## config.mk

```make
export PLATFORM = sky130hd
export DESIGN_NAME = priority_encoder_4to2
export DESIGN_NICKNAME = d
export VERILOG_FILES = /design/src/rtl/priority_encoder_4to2.sv
export SDC_FILE = /design/constraint.sdc
export NUM_CORES = 1
export LEC_CHECK = 0
export CAP_MARGIN = 20
export CORE_AREA = 3 3 40 42
export CTS_CLUSTER_SIZE = 14
export DETAILED_ROUTE_END_ITERATION = 7
export DIE_AREA = 0 0 43 45
export PLACE_DENSITY = 0.58
export SETUP_SLACK_MARGIN = 0.2
export SLEW_MARGIN = 20
export SYNTH_ARGS = -nofsm -noshare
export SYNTH_HDL_FRONTEND = slang
export SYNTH_SLANG_ARGS = --single-unit
```

## constraint.sdc

```tcl
create_clock -name CLK -period 2.4 [get_ports CLK]
set_clock_uncertainty 0.05 [all_clocks]
set_input_delay 0.48 -clock CLK [delete_from_list [all_inputs] [get_ports CLK]]
set_output_delay 0.48 -clock CLK [all_outputs]
set_load 0.05 [all_outputs]
```

## src/rtl/priority_encoder_4to2.sv

```systemverilog
// priority_encoder_4to2
//   Registered 4-to-2 priority encoder with request capture and a
//   valid/acknowledge handshake. Requests on D0..D3 are latched into a
//   pending set. One pending index is presented on A1A0 with V. The index
//   is held until ACK, then the next pending request is presented.
//
// Parameters
//   ROUND_ROBIN : 0 = fixed priority (D3 highest, D0 lowest)
//                 1 = rotating priority, search starts after last grant
//
// Ports
//   CLK     in   clock, rising edge
//   RST     in   asynchronous active-high reset
//   G       in   capture enable for D0..D3
//   D0..D3  in   request lines
//   ACK     in   consumer accepts current index (ignored while V=0)
//   A0, A1  out  encoded index (registered)
//   V       out  A1A0 is a valid pending index (registered)
//   OVF     out  one-cycle pulse: captured request was already pending
module priority_encoder_4to2 #(
  parameter bit ROUND_ROBIN = 1'b0
) (
  input  logic CLK,
  input  logic RST,
  input  logic G,
  input  logic D0,
  input  logic D1,
  input  logic D2,
  input  logic D3,
  input  logic ACK,
  output logic A0,
  output logic A1,
  output logic V,
  output logic OVF
);

  logic [3:0] p_q;
  logic [1:0] a_q;
  logic [1:0] last_q;
  logic       v_q;
  logic       ovf_q;

  logic [3:0] clr;
  logic [3:0] set;
  logic [3:0] p_nxt;
  logic       ovf_nxt;
  logic [1:0] win;
  logic       adv;

  always_comb begin
    clr     = (v_q && ACK) ? (4'b0001 << a_q) : 4'b0000;
    set     = G ? {D3, D2, D1, D0} : 4'b0000;
    // set after clear: a re-request of the index being acked stays pending
    p_nxt   = (p_q & ~clr) | set;
    ovf_nxt = |(set & p_q & ~clr);
    // the presented index may only move when nothing is on display or the
    // consumer has just taken it
    adv     = !v_q || ACK;
  end

  // Winner of p_nxt. Only meaningful when p_nxt != 0.
  always_comb begin
    logic       found;
    logic [1:0] idx;
    win   = 2'd0;
    found = 1'b0;
    idx   = 2'd0;
    if (ROUND_ROBIN) begin
      // search last+1, last+2, ... wrapping mod 4; i=4 revisits last itself
      for (int i = 1; i <= 4; i++) begin
        idx = last_q + 2'(i);
        if (!found && p_nxt[idx]) begin
          found = 1'b1;
          win   = idx;
        end
      end
    end else begin
      if      (p_nxt[3]) win = 2'd3;
      else if (p_nxt[2]) win = 2'd2;
      else if (p_nxt[1]) win = 2'd1;
      else               win = 2'd0;
    end
  end

  always_ff @(posedge CLK or posedge RST) begin
    if (RST) begin
      p_q    <= 4'b0000;
      a_q    <= 2'b00;
      v_q    <= 1'b0;
      ovf_q  <= 1'b0;
      last_q <= 2'b11;   // first RR search order becomes 0,1,2,3
    end else begin
      p_q   <= p_nxt;
      ovf_q <= ovf_nxt;
      if (adv) begin
        if (|p_nxt) begin
          v_q <= 1'b1;
          a_q <= win;
          if (ROUND_ROBIN) last_q <= win;
        end else begin
          v_q <= 1'b0;   // A keeps its last value
        end
      end
    end
  end

  assign A0  = a_q[0];
  assign A1  = a_q[1];
  assign V   = v_q;
  assign OVF = ovf_q;

endmodule

```

==> results of run 1 <==
==> logic make-up after synthesis <==
logic type	count (synthesis)	synth area share, %
and+or+nand+nor	17	21.1
AOI/OAI and AO/OA	14	30.6
DFF	8	44.9
buffers and inverters	4	3.37
==> cell usage in the layout, fill, tap and decap left out, drive strengths merged <==
cell / synthesis / final
clkbuf: 0 / 3
o31a: 1 / 1
a21o: 1 / 1
nor2b: 1 / 1
nand2: 6 / 6
o2bb2ai: 1 / 1
o21ai: 1 / 1
dfrtp: 8 / 8
a221oi: 1 / 1
a22oi: 1 / 1
inv: 4 / 4
nor2: 1 / 1
nand4b: 1 / 1
o31ai: 1 / 1
buf: 0 / 1
o21a: 1 / 1
nand3: 5 / 5
a22o: 1 / 1
clkdlybuf4s50: 0 / 11
a21oi: 1 / 1
nand3b: 1 / 1
o2111ai: 1 / 1
a2111oi: 1 / 1
a31oi: 1 / 1
a211o: 1 / 1
or4: 1 / 1
nand4: 1 / 1
==> final cells by class <==
type,instances,area [um^2]
fillers,120,681
flip-flops and latches,8,200
multi-input cells,31,230
inverters,4,15.0
repair buffers,12,118
well taps,15,18.8
clock buffers,3,22.5
==> state kept, by name, indices dropped and copies added, names as in the netlist <==
name  count
OVF       1
V         1
a_q       2
p_q       4
==> stage by stage <==
stage	utilization [%]	instances	cell area, um^2	worst slack (ns)
finish	47.0	73	604	0.270
global route	47.0	73	604	0.231
floorplan	-	43	445	0.684
global placement	45.3	70	582	0.368
detailed placement	45.3	70	582	0.376
CTS	47.0	73	604	0.259
==> power breakdown <==
part | total, mW | internal, mW | switching, mW
Clock | 0.103 | 0.0572 | 0.0457
Sequential | 0.206 | 0.166 | 0.0404
Combinational | 0.201 | 0.0879 | 0.113
Total | 0.510 | 0.311 | 0.199
==> worst reg2reg max path, cell delays in order, from the launching register on <==
cell	delay [ns]
dfrtp_1	0.46
nand4b_2	0.27
a22o_4	0.27
a2111oi_4	0.31
a211o_1	0.14
==> layer usage <==
metal | routed length [um] | track usage, %
met1 | 473 | 15.1
met2 | 512 | 19.5
met3 | 38 | 2.79
met4 | 23 | 10.8
met5 | 0 | 0
==> path summary, 6_finish.rpt <==
path | from | to
min in group CLK | p_q[1]$_DFF_PP0_ | V$_DFFE_PP0P_
setup reg to reg | a_q[1]$_DFFE_PP0P_ | a_q[1]$_DFFE_PP0P_
setup / recovery | a_q[0]$_DFFE_PP0P_ | A0
max in group asynchronous | RST | p_q[3]$_DFF_PP0_
hold / removal | RST | a_q[0]$_DFFE_PP0P_
hold reg to reg | p_q[1]$_DFF_PP0_ | V$_DFFE_PP0P_
==> impl.org, run 1 <==
** Global routing
- Total routing usage reported by global routing :: 12.7%
- Summed over all layers, the global routing overflow is 0.
- Pin count of the biggest net entering global routing :: 9
- The via count of the first global-routing pass came to 385.
- Initial antenna violation count :: 0
- The first global-routing pass estimated 1730 um of wire.

** Critical path
- Critical path, cell by cell :: clkdlybuf4s50_1
- Number of stages on the worst setup path :: 1
- STA puts the critical path data required time at 1.87 ns.
- Highest-delay cell along the critical path :: clkdlybuf4s50_1
- The worst setup path is launched from a flop.
- Crit Path Class :: flop to output pin
- The number of buffers and inverters on the critical path is 1.
- CP max FO :: 8
- Data on the critical path arrives at its endpoint at 1.60 ns.
- Across all register-to-register paths, the minimum setup slack is 0.85 ns.
- Element type at the critical path end :: output pin
- Cell family contributing the most delay on the critical path :: buffers and inverters
- The number of cells on the worst reg-to-reg path is 4.
- Delay of the slowest critical-path stage :: 0.86 ns

** Job
- Max-cap violations in this run came to 0.

** Clock network
- TritonCTS built the clock tree.
- Insertion delay to the later sink of the worst-skew pair :: 0.25 ns
- Clock-pin slew of the registers on the worst-case setup and hold paths :: 0.06 ns
- The tree is rooted in a clkbuf_4.
- Number of cells upsized or downsized after cts :: 0
- Buffer count from post-CTS setup fixing :: 0
- The tree built by TritonCTS fans out to 8 sinks.
- Number of levels the H-tree was split into :: 1
- Hold repair after CTS inserted 0 buffers.
- Counting along the longest clock path gives a buffer depth of 2.
- In this run, CTS created clock tree buffers numbering 3.

** STA
- Final-report max-slew violation count :: 0
- The number of endpoints with negative hold slack in the final report was 0.
- Hold_ws :: 0.422 ns
- Final period demand of the worst path :: 2.13 ns
- Setup violations remaining at the end of the flow were counted as 0.
- Setup total negative slack :: 0 ns
- Tcrit/Tclk final :: 88.7%
- Timing would allow up to 470 MHz.
- For the pin with the worst max-slew slack, the measured transition is 0.493 ns.
- Setup repair after global routing left no endpoint under its margin.
- The worst pin sits at a relative slew slack of 67.1%.

** Routing
- Number of antenna-violating nets in the routed design :: 0
- The routed design has 1050 um of wire.
- After detailed routing, the number of remaining DRC violations is 0.
- Summing over every cut layer, the via total after detailed routing is 391.
- Using the TritonRoute via totals, the vias-per-cell ratio works out to 5.36.
- After detailed routing, the average wire length per cell comes to 14.3 um.
- DRT iter0 DRCs :: 14
- Drt first pass iters :: 6

** Floorplan
- Total die area :: 1940 um^2
- After floorplanning, the core was sized to cover 1280 um^2.
- X dimension of the die :: 43 um
- Total I/O pin count :: 12
- The initial utilization of the core area, before any placement, comes to 34.7%.
- Die Span Y :: 45 um
- The floorplan has 13 rows.

** Synthesis
- Cells after Synth :: 43
- Among all flip-flop cells after synthesis, the most frequent one is dfrtp_1.
- The biggest area contributor in the post-synthesis netlist is dfrtp_1.
- Yosys top cell area share :: 44.9%
- In this run the mean area of a mapped cell was 10.4 um^2.
- By area the synthesized netlist is led by dfrtp_1 (45%), a2111oi_4 (6.2%), nand3_1 (5.6%), nand2_1 (5.1%), a22o_4 (3.9%).
- Most common cell in the netlist :: dfrtp_1
- Flops & latches, synth :: 8
- Proportion of synthesized flip-flops having asynchronous set or reset :: 100%
- Number of enable-type register cells in the synthesized netlist :: 0
- Post-Syn Area :: 445 um^2
- Yosys mapped the design onto 24 distinct sky130hd cell types.
- Synthesis warning total :: 0
- The number of nets in the synthesized netlist is 51.
- The share of the Yosys chip area taken by registers is 44.9%.
- The commonest cells after synthesis are dfrtp_1 (8), nand2_1 (6), nand3_1 (5), inv_1 (4).

** Place
- Number of input and output port buffers inserted :: 11
- The congestion estimate from routability-driven global placement came to 0.799.
- Summed over all nets, the half-perimeter wirelength after detailed placement is 794 um.

** Finish
- 0 antenna diodes ended up in the layout.
- Ratio of cells with drive above 1 in the final layout :: 13.8%
- The area growth from synthesis to layout is 35.7%.
- At the end of the flow, the number of nets in the layout was 68.

** Run status
- Result of the run :: finished clean

** Worst hold path
- The tightest min-delay check is of the primary input to asynchronous set/reset pin type.

** Pwr
- Summing internal, switching and leakage power gives 0.510 mW.
- VDD sags by at most 0.351 mV.
- Dividing total power by cell area gives a power density of 844 nW/um^2.
- For this design the static power due to leakage is 0.242 nW.
(Power assumes the default switching activity.)
==> inputs of run 2 (changes only) <==
CORE_AREA = unset   (was 3 3 40 42)
CORE_MARGIN = 3   (was unset)
CORE_UTILIZATION = 30   (was unset)
DIE_AREA = unset   (was 0 0 43 45)
DONT_BUFFER_PORTS = 1   (was unset)
PLACE_DENSITY = 0.43   (was 0.58)
TNS_END_PERCENT = 5   (was unset)
==> impl.org, run 2 (same netlist as run 1, synthesis figures left out) <==
** Critical path
- Delay of the slowest critical-path stage :: 0.73 ns (-0.13 ns)
- The data arrival time at the worst-slack endpoint is 2.09 ns (+0.49 ns).
- Required time of the critical path :: 2.50 ns (+0.63 ns)
- Walking the worst path, the cells encountered are inv_1 -> o31ai_1 -> a31oi_1 -> a211o_1.
- STA classifies the critical path endpoint as a flop.
- CP max FO :: 7 (-1)
- Crit Path Class :: flop to flop
- The kind of cell with the highest combined delay along the critical path is compound AO/OA/AOI/OAI gates.
- The combined buffer and inverter count along the critical path is 1 (unchanged).
- Highest-delay cell along the critical path :: dfrtp_1
- Kind of start point of the critical path :: flop

** STA
- Number of setup violations in the final report :: 0 (unchanged)
- The worst hold slack after final layout came to -0.00317 ns (-0.425 ns).
- The period utilization was 82.7% (-6.0 points).
- The number of endpoints with negative hold slack in the final report came to 8 (+8).
- The final critical delay including setup and external delays was 1.98 ns (-0.145 ns).
- Worst slew margin :: 59.0% (-8.1 points)
- Setup total negative slack :: 0 ns (unchanged)
- Transition time of the tightest slew-check pin :: 0.615 ns (+0.123 ns)
- RSZ-0062 raised after global routing :: false
- Highest Clock Rate :: 504 MHz (+7.3%)
- Final-report max-slew violation count :: 0 (unchanged)

** Finish
- Leaving out fill and tap cells, the most frequent cell in the layout is dfrtp_1.
- The final core area utilization came to 37.2% (-9.9 points).
- More flip-flops sit in one register than any other, and that register is p_q.
- The fraction of layout cells with a size suffix above 1 is 18.8% (+5.0 points).
- Relative to the synthesized area, the layout overhead comes to 12.6%.
- The net total in the final layout came to 58 (-15%).
- The library cells used most frequently in the layout, excluding fill and tap cells, are dfrtp_1 (8), nand2_1 (6), nand3_1 (5), inv_1 (4), clkbuf_4 (3).
- The number of diodes added for antenna fixing came to 0 (unchanged).
- Max reg flops :: 4 (unchanged)
- Largest registers in the final layout :: p_q (4), a_q (2)

** Place
- HPWL Detailed :: 781 um (-1.6%)
- The total of buffers placed on input and output ports is 0 (-11).
- Weighted congestion reported at the end of routability-driven placement :: 0.753 (-5.8%)

** Clock network
- The post-CTS clock slew at the launch and capture registers of the worst setup and hold paths was 0.06 ns (about the same).
- The clock latency of the later-clocked register in the worst-skew pair was 0.27 ns (+0.02 ns).
- Buffer count from post-CTS setup fixing :: 0 (unchanged)
- CTS root buffer :: clkbuf_4
- Hold-fix buffer count after cts :: 0 (unchanged)
- Total clock buffers created by CTS :: 3 (unchanged)
- CTS max path bufs :: 2 (unchanged)
- Clock tree from TritonCTS :: yes
- Number of cells upsized or downsized after cts :: 0 (unchanged)
- Number of levels the H-tree was split into :: 1 (unchanged)
- The number of sinks handled by clock tree synthesis is 8 (unchanged).

** Pwr
- Peak ir drop on the vdd network :: 0.269 mV (-24%)
- The total power divided by cell area came to 955 nW/um^2 (+13%).
- The leakage power total was 0.203 nW (-16%).

** Routing
- Total detailed-routing wirelength :: 989 um (-5.5%)
- The number of DRC markers in iteration 0 came to 11 (-3).
- Average routed wire per standard cell :: 15.7 um (+9.5%)
- The iteration count of the initial detailed-routing pass is 4 (-2).
- Signal routing reaches up to met4.
- The wire length on met3 was 68 um (+79%).
- Detail-routed via count per cell :: 5.78 (+7.9%)
- WL met2 :: 470 um (-8.2%)
- The routed length on met1 was 415 um (-12%).
- The post-detailed-route DRC marker count was 0 (unchanged).
- Number of antenna-violating nets in the routed design :: 0 (unchanged)
- Total number of vias :: 364 (-6.9%)

** Floorplan
- Effective utilization at floorplan :: 33.0% (-1.7 points)
- The core footprint was 1350 um^2 (+5.1%).
- Total I/O pin count :: 12 (unchanged)
- The die outline width is 44.5 um (+3.6%).
- The die height was 44.5 um (-1.0%).
- Number of core rows :: 13 (unchanged)
- Total die area :: 1980 um^2 (+2.5%)

** Worst hold path
- Tightest Hold Check Type :: primary input to asynchronous set/reset pin

** Global routing
- Initial antenna violation count :: 0 (unchanged)
- Vias in the first global route :: 363 (-5.7%)
- Pin count of the biggest net entering global routing :: 9 (unchanged)
- The first-pass GRT wire length came to 1640 um (-5.5%).
- The residual overflow from global routing was 0 (unchanged).
- The total global-route track usage was 11.8% (-0.86 points).

** Run status
- The final reports fail on negative hold slack.
- The flow ran to the end, but the final reports show violations.

** Job
- Number of max-cap violations :: 0 (unchanged)
==> run 2: cell types whose count changed in the layout (fill, tap and decap cells not counted) <==
| cell | change |
|---|---|
| clkdlybuf4s50_1 | -11 |
| buf_4 | +1 |
==> run 2: metal layers <==
layer	up-vias	track usage (%)
met5	-	0
met4	0	9.04
li1	174	-
met2	17	17.8
met1	168	13.9
met3	5	3.66
==> run 2: final timing paths <==
kind | slack [ns] | start | end | cells after the start
setup reg to reg | 0.42 | a_q[1]$_DFFE_PP0P_ | a_q[1]$_DFFE_PP0P_ | 4
min in group CLK | 0.28 | G | OVF$_DFF_PP0_ | 1
hold reg to reg | 0.47 | p_q[1]$_DFF_PP0_ | V$_DFFE_PP0P_ | 2
setup / recovery | 0.42 | a_q[1]$_DFFE_PP0P_ | a_q[1]$_DFFE_PP0P_ | 4
max in group asynchronous | 2.07 | RST | p_q[2]$_DFF_PP0_ | 1
hold / removal | -0.003 | RST | p_q[3]$_DFF_PP0_ | 1
==> run 2: per-stage QoR <==
stage               total power, mW  hold slack (ns)  std cells  cell area, um^2  setup slack [ns]
floorplan                     0.334            0.246         43              445             0.684
global placement              0.372            0.292         60              479             0.510
detailed placement            0.370            0.300         60              479             0.458
CTS                           0.478           0.0193         63              502             0.451
global route                  0.504           0.0375         63              502             0.350
finish                        0.479         -0.00317         63              502             0.415
==> run 2: layout make-up <==
type                       instances  area [um^2]
timing repair buffer               2         15.0
sequential                         8          200
inverter                           4         15.0
clock buffer                       3         22.5
fill                             135          848
tap                               15         18.8
multi-input combinational         31          230
==> run 2: where the power goes <==
group / total, mW / internal (mW) / switching (mW)
clock: 0.111 / 0.0577 / 0.0536
sequential: 0.226 / 0.166 / 0.0602
combinational: 0.142 / 0.0603 / 0.0819
